[src/rtl/hazard_ctrl.sv]
// Hazard and sequencing control for the 5-stage integer pipeline.
// Ports: clk, rst (async, active-high); ID decode fields (id_valid,
//   id_reg{1,2}_read/addr, id_reg_write, id_write_addr, id_DM_read,
//   id_DM_write); ex_branch_taken; dm_ack.  Outputs: pc_stall,
//   if_id_stall, id_ex_bubble, if_id_flush, mem_stall,
//   id_fwd{1,2}_sel, dm_req, dm_err (sticky timeout).
module hazard_ctrl #(
   parameter int DM_TIMEOUT = 16
) (
   input  logic       clk,
   input  logic       rst,
   input  logic       id_valid,
   input  logic       id_reg1_read,
   input  logic       id_reg2_read,
   input  logic [4:0] id_reg1_addr,
   input  logic [4:0] id_reg2_addr,
   input  logic       id_reg_write,
   input  logic [4:0] id_write_addr,
   input  logic       id_DM_read,
   input  logic       id_DM_write,
   input  logic       ex_branch_taken,
   input  logic       dm_ack,
   output logic       pc_stall,
   output logic       if_id_stall,
   output logic       id_ex_bubble,
   output logic       if_id_flush,
   output logic       mem_stall,
   output logic [1:0] id_fwd1_sel,
   output logic [1:0] id_fwd2_sel,
   output logic       dm_req,
   output logic       dm_err
);

   typedef struct packed {
      logic       valid;
      logic       wr;
      logic [4:0] addr;
      logic       load;
      logic       mem;
   } tag_t;

   typedef enum logic {
      ST_IDLE,
      ST_WAIT
   } state_t;

   // Last WAIT cycle before the access is abandoned.
   localparam logic [7:0] TMO_LAST = 8'(DM_TIMEOUT - 1);

   tag_t       ex_tag;
   tag_t       mem_tag;
   tag_t       wb_tag;
   tag_t       id_tag;
   state_t     state;
   logic [7:0] cnt;

   logic req_c;
   logic tmo_c;
   logic stall_c;
   logic flush_c;
   logic hit1_c;
   logic hit2_c;
   logic lu_c;
   logic bubble_c;

   // Nearest producer wins; a load in EX has no data yet.
   function automatic logic [1:0] fwd_sel(
      input logic       rd,
      input logic [4:0] a,
      input tag_t       ex,
      input tag_t       mem,
      input tag_t       wb
   );
      logic [1:0] s;
      s = 2'b00;
      if (rd) begin
         if (ex.valid && ex.wr && ex.addr == a && !ex.load)
            s = 2'b01;
         else if (mem.valid && mem.wr && mem.addr == a)
            s = 2'b10;
         else if (wb.valid && wb.wr && wb.addr == a)
            s = 2'b11;
      end
      return s;
   endfunction

   assign req_c = (state == ST_WAIT)
                | (mem_tag.valid & mem_tag.mem);

   // A real ack in the last cycle wins over the timeout.
   assign tmo_c = (state == ST_WAIT)
                & (cnt == TMO_LAST) & !dm_ack;

   assign stall_c = req_c & !dm_ack & !tmo_c;

   assign flush_c = ex_branch_taken & !stall_c;

   assign hit1_c = id_reg1_read
                 & (id_reg1_addr == ex_tag.addr);
   assign hit2_c = id_reg2_read
                 & (id_reg2_addr == ex_tag.addr);

   assign lu_c = id_valid & ex_tag.valid & ex_tag.load
               & (hit1_c | hit2_c)
               & !stall_c & !flush_c;

   assign bubble_c = !stall_c & (flush_c | lu_c);

   assign id_tag = '{
      valid: id_valid & !bubble_c,
      wr:    id_reg_write,
      addr:  id_write_addr,
      load:  id_DM_read,
      mem:   id_DM_read | id_DM_write
   };

   // Outputs are forced quiet while reset is held.
   assign pc_stall     = !rst & (stall_c | lu_c);
   assign if_id_stall  = !rst & (stall_c | lu_c);
   assign id_ex_bubble = !rst & bubble_c;
   assign if_id_flush  = !rst & flush_c;
   assign mem_stall    = !rst & stall_c;
   assign dm_req       = !rst & req_c;

   assign id_fwd1_sel = rst ? 2'b00 :
      fwd_sel(id_reg1_read, id_reg1_addr,
              ex_tag, mem_tag, wb_tag);
   assign id_fwd2_sel = rst ? 2'b00 :
      fwd_sel(id_reg2_read, id_reg2_addr,
              ex_tag, mem_tag, wb_tag);

   always_ff @(posedge clk or posedge rst) begin
      if (rst) begin
         ex_tag  <= '0;
         mem_tag <= '0;
         wb_tag  <= '0;
      end else if (!stall_c) begin
         ex_tag  <= id_tag;
         mem_tag <= ex_tag;
         wb_tag  <= mem_tag;
         // A timed-out access never writes back.
         if (tmo_c)
            wb_tag.wr <= 1'b0;
      end
   end

   always_ff @(posedge clk or posedge rst) begin
      if (rst) begin
         state  <= ST_IDLE;
         cnt    <= 8'd0;
         dm_err <= 1'b0;
      end else begin
         unique case (state)
            ST_IDLE: begin
               cnt <= 8'd0;
               if (req_c && !dm_ack)
                  state <= ST_WAIT;
            end
            ST_WAIT: begin
               if (dm_ack) begin
                  state <= ST_IDLE;
               end else if (tmo_c) begin
                  state  <= ST_IDLE;
                  dm_err <= 1'b1;
               end else begin
                  cnt <= cnt + 8'd1;
               end
            end
            default: state <= ST_IDLE;
         endcase
      end
   end

endmodule

[config.mk]
export PLATFORM = sky130hd
export DESIGN_NAME = hazard_ctrl
export DESIGN_NICKNAME = d
export VERILOG_FILES = /design/src/rtl/hazard_ctrl.sv
export SDC_FILE = /design/constraint.sdc
export NUM_CORES = 1
export LEC_CHECK = 0
export BUFFER_PORTS_ARGS = -buffer_cell sky130_fd_sc_hd__buf_2
export CORE_ASPECT_RATIO = 0.75
export CORE_MARGIN = 2
export CORE_UTILIZATION = 25
export CTS_BUF_LIST = sky130_fd_sc_hd__clkbuf_16
export DETAILED_ROUTE_END_ITERATION = 16
export PLACE_DENSITY_LB_ADDON = 0.08
export SLEW_MARGIN = 10
export SYNTH_ARGS = -nofsm -noshare
export SYNTH_HDL_FRONTEND = slang
export SYNTH_SLANG_ARGS = --single-unit
[constraint.sdc]
create_clock -name clk -period 4.9 [get_ports clk]
set_clock_uncertainty 0.1 [all_clocks]
set_input_delay 0.98 -clock clk [delete_from_list [all_inputs] [get_ports clk]]
set_output_delay 0.98 -clock clk [all_outputs]
set_load 0.02 [all_outputs]
==> impl_summary.md <==
Status
The run finished with clean final reports.

Floorplan
36 I/O pins were placed. Measured along the x axis, the die boundary spans between 100 and 150 um. The initial utilization of the core area, before any placement, comes to 26.09%. The standard cell core area is 0.007432 mm2. The floorplan has 27 rows.

The floorplan die height is 80.28 um. The die covers ~0.0085 mm2.

Global routing
The first-pass GRT wire length is 8.424 mm. The number of global-route vias before repair was between 1500 and 2000. The initial antenna violation count was 0. The pin count of the biggest net entering global routing is 29.

The total track usage is 12.97%. For this run the aggregate overflow at the end of global routing stands at 0.

Clock network
The CTS clock-pin slew for the worst setup and hold paths is around 0.06 ns. The TritonCTS clock tree is done. The H-tree generated during clock tree synthesis spans 2 levels. The clock network latency to the later pin of the worst-skew pair is roughly 0.28 ns.

The number of cells upsized or downsized after cts is 0. The number of sinks handled by clock tree synthesis is 34. The root buffer cell is sky130_fd_sc_hd__clkbuf_16. The total setup buffers inserted after CTS is 0. The quantity of hold-fixing buffers added after cts is 0.

The clock passes through at most 2 buffers. In this run, CTS created clock tree buffers numbering 5.

Layout
Fill cells in the final layout number 819. The net total in the final layout is 282. The number of antenna diodes in the final layout is 0.

The post-route netlist has 19.07% of its cells at a drive strength greater than 1. The final cell count without fillers is 358. The cell area after layout is ~0.0024 mm2. The synthesis-to-layout area growth is 22.65%.

Routing
The total detailed-routing wirelength is 4.978 mm. Detailed routing inserted a total of 1554 vias. The antenna violation net count after detailed routing is 0. The iteration-0 DRC count of the detailed router is 86. The number of iterations in the first detailed-routing pass is 4. The routed wirelength normalized by instance count is 13.91 um. The DRC violations left is 0. The average vias per placed instance is 4.341.

Synthesis
Synthesis produced a netlist whose cell count is between 200 and 250. The synthesized net count is 245. The synthesized design spends more area on one cell type than any other, namely sky130_fd_sc_hd__dfrtp_1. The total of warnings raised by yosys is 0.

Yosys attributes the largest share of cell area to sky130_fd_sc_hd__dfrtp_1 44%, sky130_fd_sc_hd__nand2_1 14%, sky130_fd_sc_hd__xor2_1 8.1%. Sequential elements use a little over two fifths of the synthesized area. The average cell area after synthesis is 8.856 um2. Summing every instance area after synthesis gives a little under 0.002 mm2. The post-synthesis sequential element count is 34. The portion of synthesized cell area occupied by the leading cell type is 43.87%. The number of different library cells in the post-synthesis netlist is 37.

Worst setup path
STA classifies the critical path startpoint as a flop. For the worst setup path, the data arrival time is 2.56 ns. The worst setup path category is reg -> out. Walking the worst path, the cells encountered are or4b_1 > or3_1 > nand2_8 > inv_4 > nor3_1 > buf_2. The element type at the critical path end is an output pin. The required time of the critical path is 3.82 ns. The highest fanout seen on the critical path is 28. Among all stages on the critical path, the largest delay is contributed by sky130_fd_sc_hd__dfrtp_1. The largest single stage delay on the critical path is 0.51 ns.

Placed design
Once detailed placement completed, the half-perimeter wirelength came to 3.848 mm. The routability-driven placement congestion ratio is 0.7927. The placed instance count is 350. The number of port buffers is 35. The cell area after placement is 0.002185 mm2.

Flow run
The number of maximum-capacitance constraint violations is 0.

Timing
The achievable clock frequency is 274.9 MHz. The post-route fraction of the period consumed by the critical path is 74.24%. Setup violations remaining at the end of the flow were counted as 0.

The actual slew at the worst max-slew pin is 0.4357 ns. Headroom to the max-slew limit came out at a little under three quarters. The max-slew violation total from the final report came to 0.

Setup total negative slack on the finished layout was measured at 0 ns. Setup repair after global routing left no endpoint under its margin. The count of final hold-check violations is 0.

The minimum clock period is 3.638 ns. The tightest hold path in the finished design has a slack of 0.3637 ns.

Power and ir drop
The total power divided by cell area is 445.9 mW/mm2. The worst vdd rail ir drop is 140.2 uV. Total power for the finished layout comes to 1.061 mW. Summed over all cells, the static leakage comes to roughly 1.1 nW.

Min path
The class of the most critical hold timing path is reg -> reg.
critical path: cells and delay by family, from the launching register on:
family	cells	cell delay, ns
buffers and inverters	2	0.35
flip-flops	1	0.51
AND/OR/NAND/NOR	4	1.41
flip-flops by register name (all words and copies together), names as in the netlist:
register / flops
cnt: 8
dm_err: 1
ex_tag: 9
mem_tag: 8
state: 1
wb_tag: 7
final cells by class:
| class | instances | area (um2) | area share [%] |
|---|---|---|---|
| clock buffers | 5 | 125.1 | 5.260 |
| inverters | 4 | 17.52 | 0.7365 |
| clock inverters | 3 | 68.82 | 2.893 |
| repair buffers | 37 | 190.2 | 7.996 |
| multi-input cells | 174 | 999.7 | 42.03 |
| well taps | 101 | 126.4 | 5.313 |
| flip-flops and latches | 34 | 850.8 | 35.77 |
per-stage QoR:
stage | worst slack (ns) | utilization (%)
finish | 1.262 | 32.00
floorplan | 1.342 | -
CTS | 1.218 | 32.00
global placement | 1.390 | 29.39
detailed placement | 1.377 | 29.39
global route | 1.099 | 32.00
logic make-up (layout without fill, tap and decap cells):
kind of cell,count (synthesis),count (layout),share of synthesized area [%]
fa+ha+maj,1,1,0.6451
compound gates,21,21,6.839
flops,34,34,43.87
xor+xnor,33,33,14.90
buf+inv,11,49,4.580
simple gates,119,119,29.16
synthesized netlist by cell type:
| master | count |
|---|---|
| sky130_fd_sc_hd__a21boi_0 | 1 |
| sky130_fd_sc_hd__nand3_1 | 6 |
| sky130_fd_sc_hd__a21boi_1 | 2 |
| sky130_fd_sc_hd__nand2_8 | 1 |
| sky130_fd_sc_hd__nand3_2 | 1 |
| sky130_fd_sc_hd__or3_1 | 4 |
| sky130_fd_sc_hd__nand4b_1 | 1 |
| sky130_fd_sc_hd__inv_4 | 1 |
| sky130_fd_sc_hd__dfrtp_1 | 34 |
| sky130_fd_sc_hd__nor3_1 | 1 |
| sky130_fd_sc_hd__inv_1 | 3 |
| sky130_fd_sc_hd__a22oi_1 | 2 |
| sky130_fd_sc_hd__nor2b_1 | 1 |
| sky130_fd_sc_hd__o22ai_1 | 1 |
| sky130_fd_sc_hd__and2_1 | 3 |
| sky130_fd_sc_hd__nand2_1 | 74 |
| sky130_fd_sc_hd__a221oi_1 | 2 |
| sky130_fd_sc_hd__o21ai_1 | 2 |
| sky130_fd_sc_hd__xnor2_1 | 15 |
| sky130_fd_sc_hd__o21ai_0 | 7 |
| sky130_fd_sc_hd__nand3b_1 | 1 |
| sky130_fd_sc_hd__nand4_1 | 6 |
| sky130_fd_sc_hd__o21bai_1 | 1 |
| sky130_fd_sc_hd__ha_1 | 1 |
| sky130_fd_sc_hd__nor2_1 | 8 |
| sky130_fd_sc_hd__nand2_2 | 1 |
| sky130_fd_sc_hd__buf_4 | 2 |
| sky130_fd_sc_hd__buf_6 | 5 |
| sky130_fd_sc_hd__nor3b_1 | 1 |
| sky130_fd_sc_hd__and3_1 | 2 |
| sky130_fd_sc_hd__and4_1 | 2 |
| sky130_fd_sc_hd__or4b_1 | 1 |
| sky130_fd_sc_hd__a41oi_1 | 1 |
| sky130_fd_sc_hd__a21oi_1 | 2 |
| sky130_fd_sc_hd__nor4_1 | 4 |
| sky130_fd_sc_hd__nor4bb_1 | 1 |
| sky130_fd_sc_hd__xor2_1 | 18 |
per-layer routing:
layer,wire length [um],global-route usage [%]
met2,1897,17.03
met5,0,0
met4,30,3.553
met1,2787,20.40
met3,262,3.166
placed cells by master, fill, tap and decap left out, drive strengths merged, types with 3 or more instances in the layout:
cell,instances
inv,4
o21ai,9
or3,4
a21boi,3
xor2,18
buf,37
nor2,8
xnor2,15
and2,3
nand2,76
dfrtp,34
nor4,4
nand4,6
clkbuf,5
nand3,7
worst paths after layout:
path | to | cells after the start | startpoint | slack, ns
max reg2reg | wb_tag[4] | 6 | state | 2.68
min in group asynchronous | dm_err | 2 | rst | 0.64
min | ex_tag[0] | 2 | ex_tag[0] | 0.36
min reg2reg | ex_tag[0] | 2 | ex_tag[0] | 0.36
max | id_ex_bubble | 6 | state | 1.26
max in group asynchronous | mem_tag[2] | 3 | rst | 3.46
where the power goes:
part / total, mW / switching [mW] / internal [mW]
registers: 0.420 / 0.0799 / 0.340
clock network: 0.416 / 0.123 / 0.292
logic: 0.225 / 0.129 / 0.0954
total: 1.06 / 0.333 / 0.728
Power figures use the tool's default switching activity.
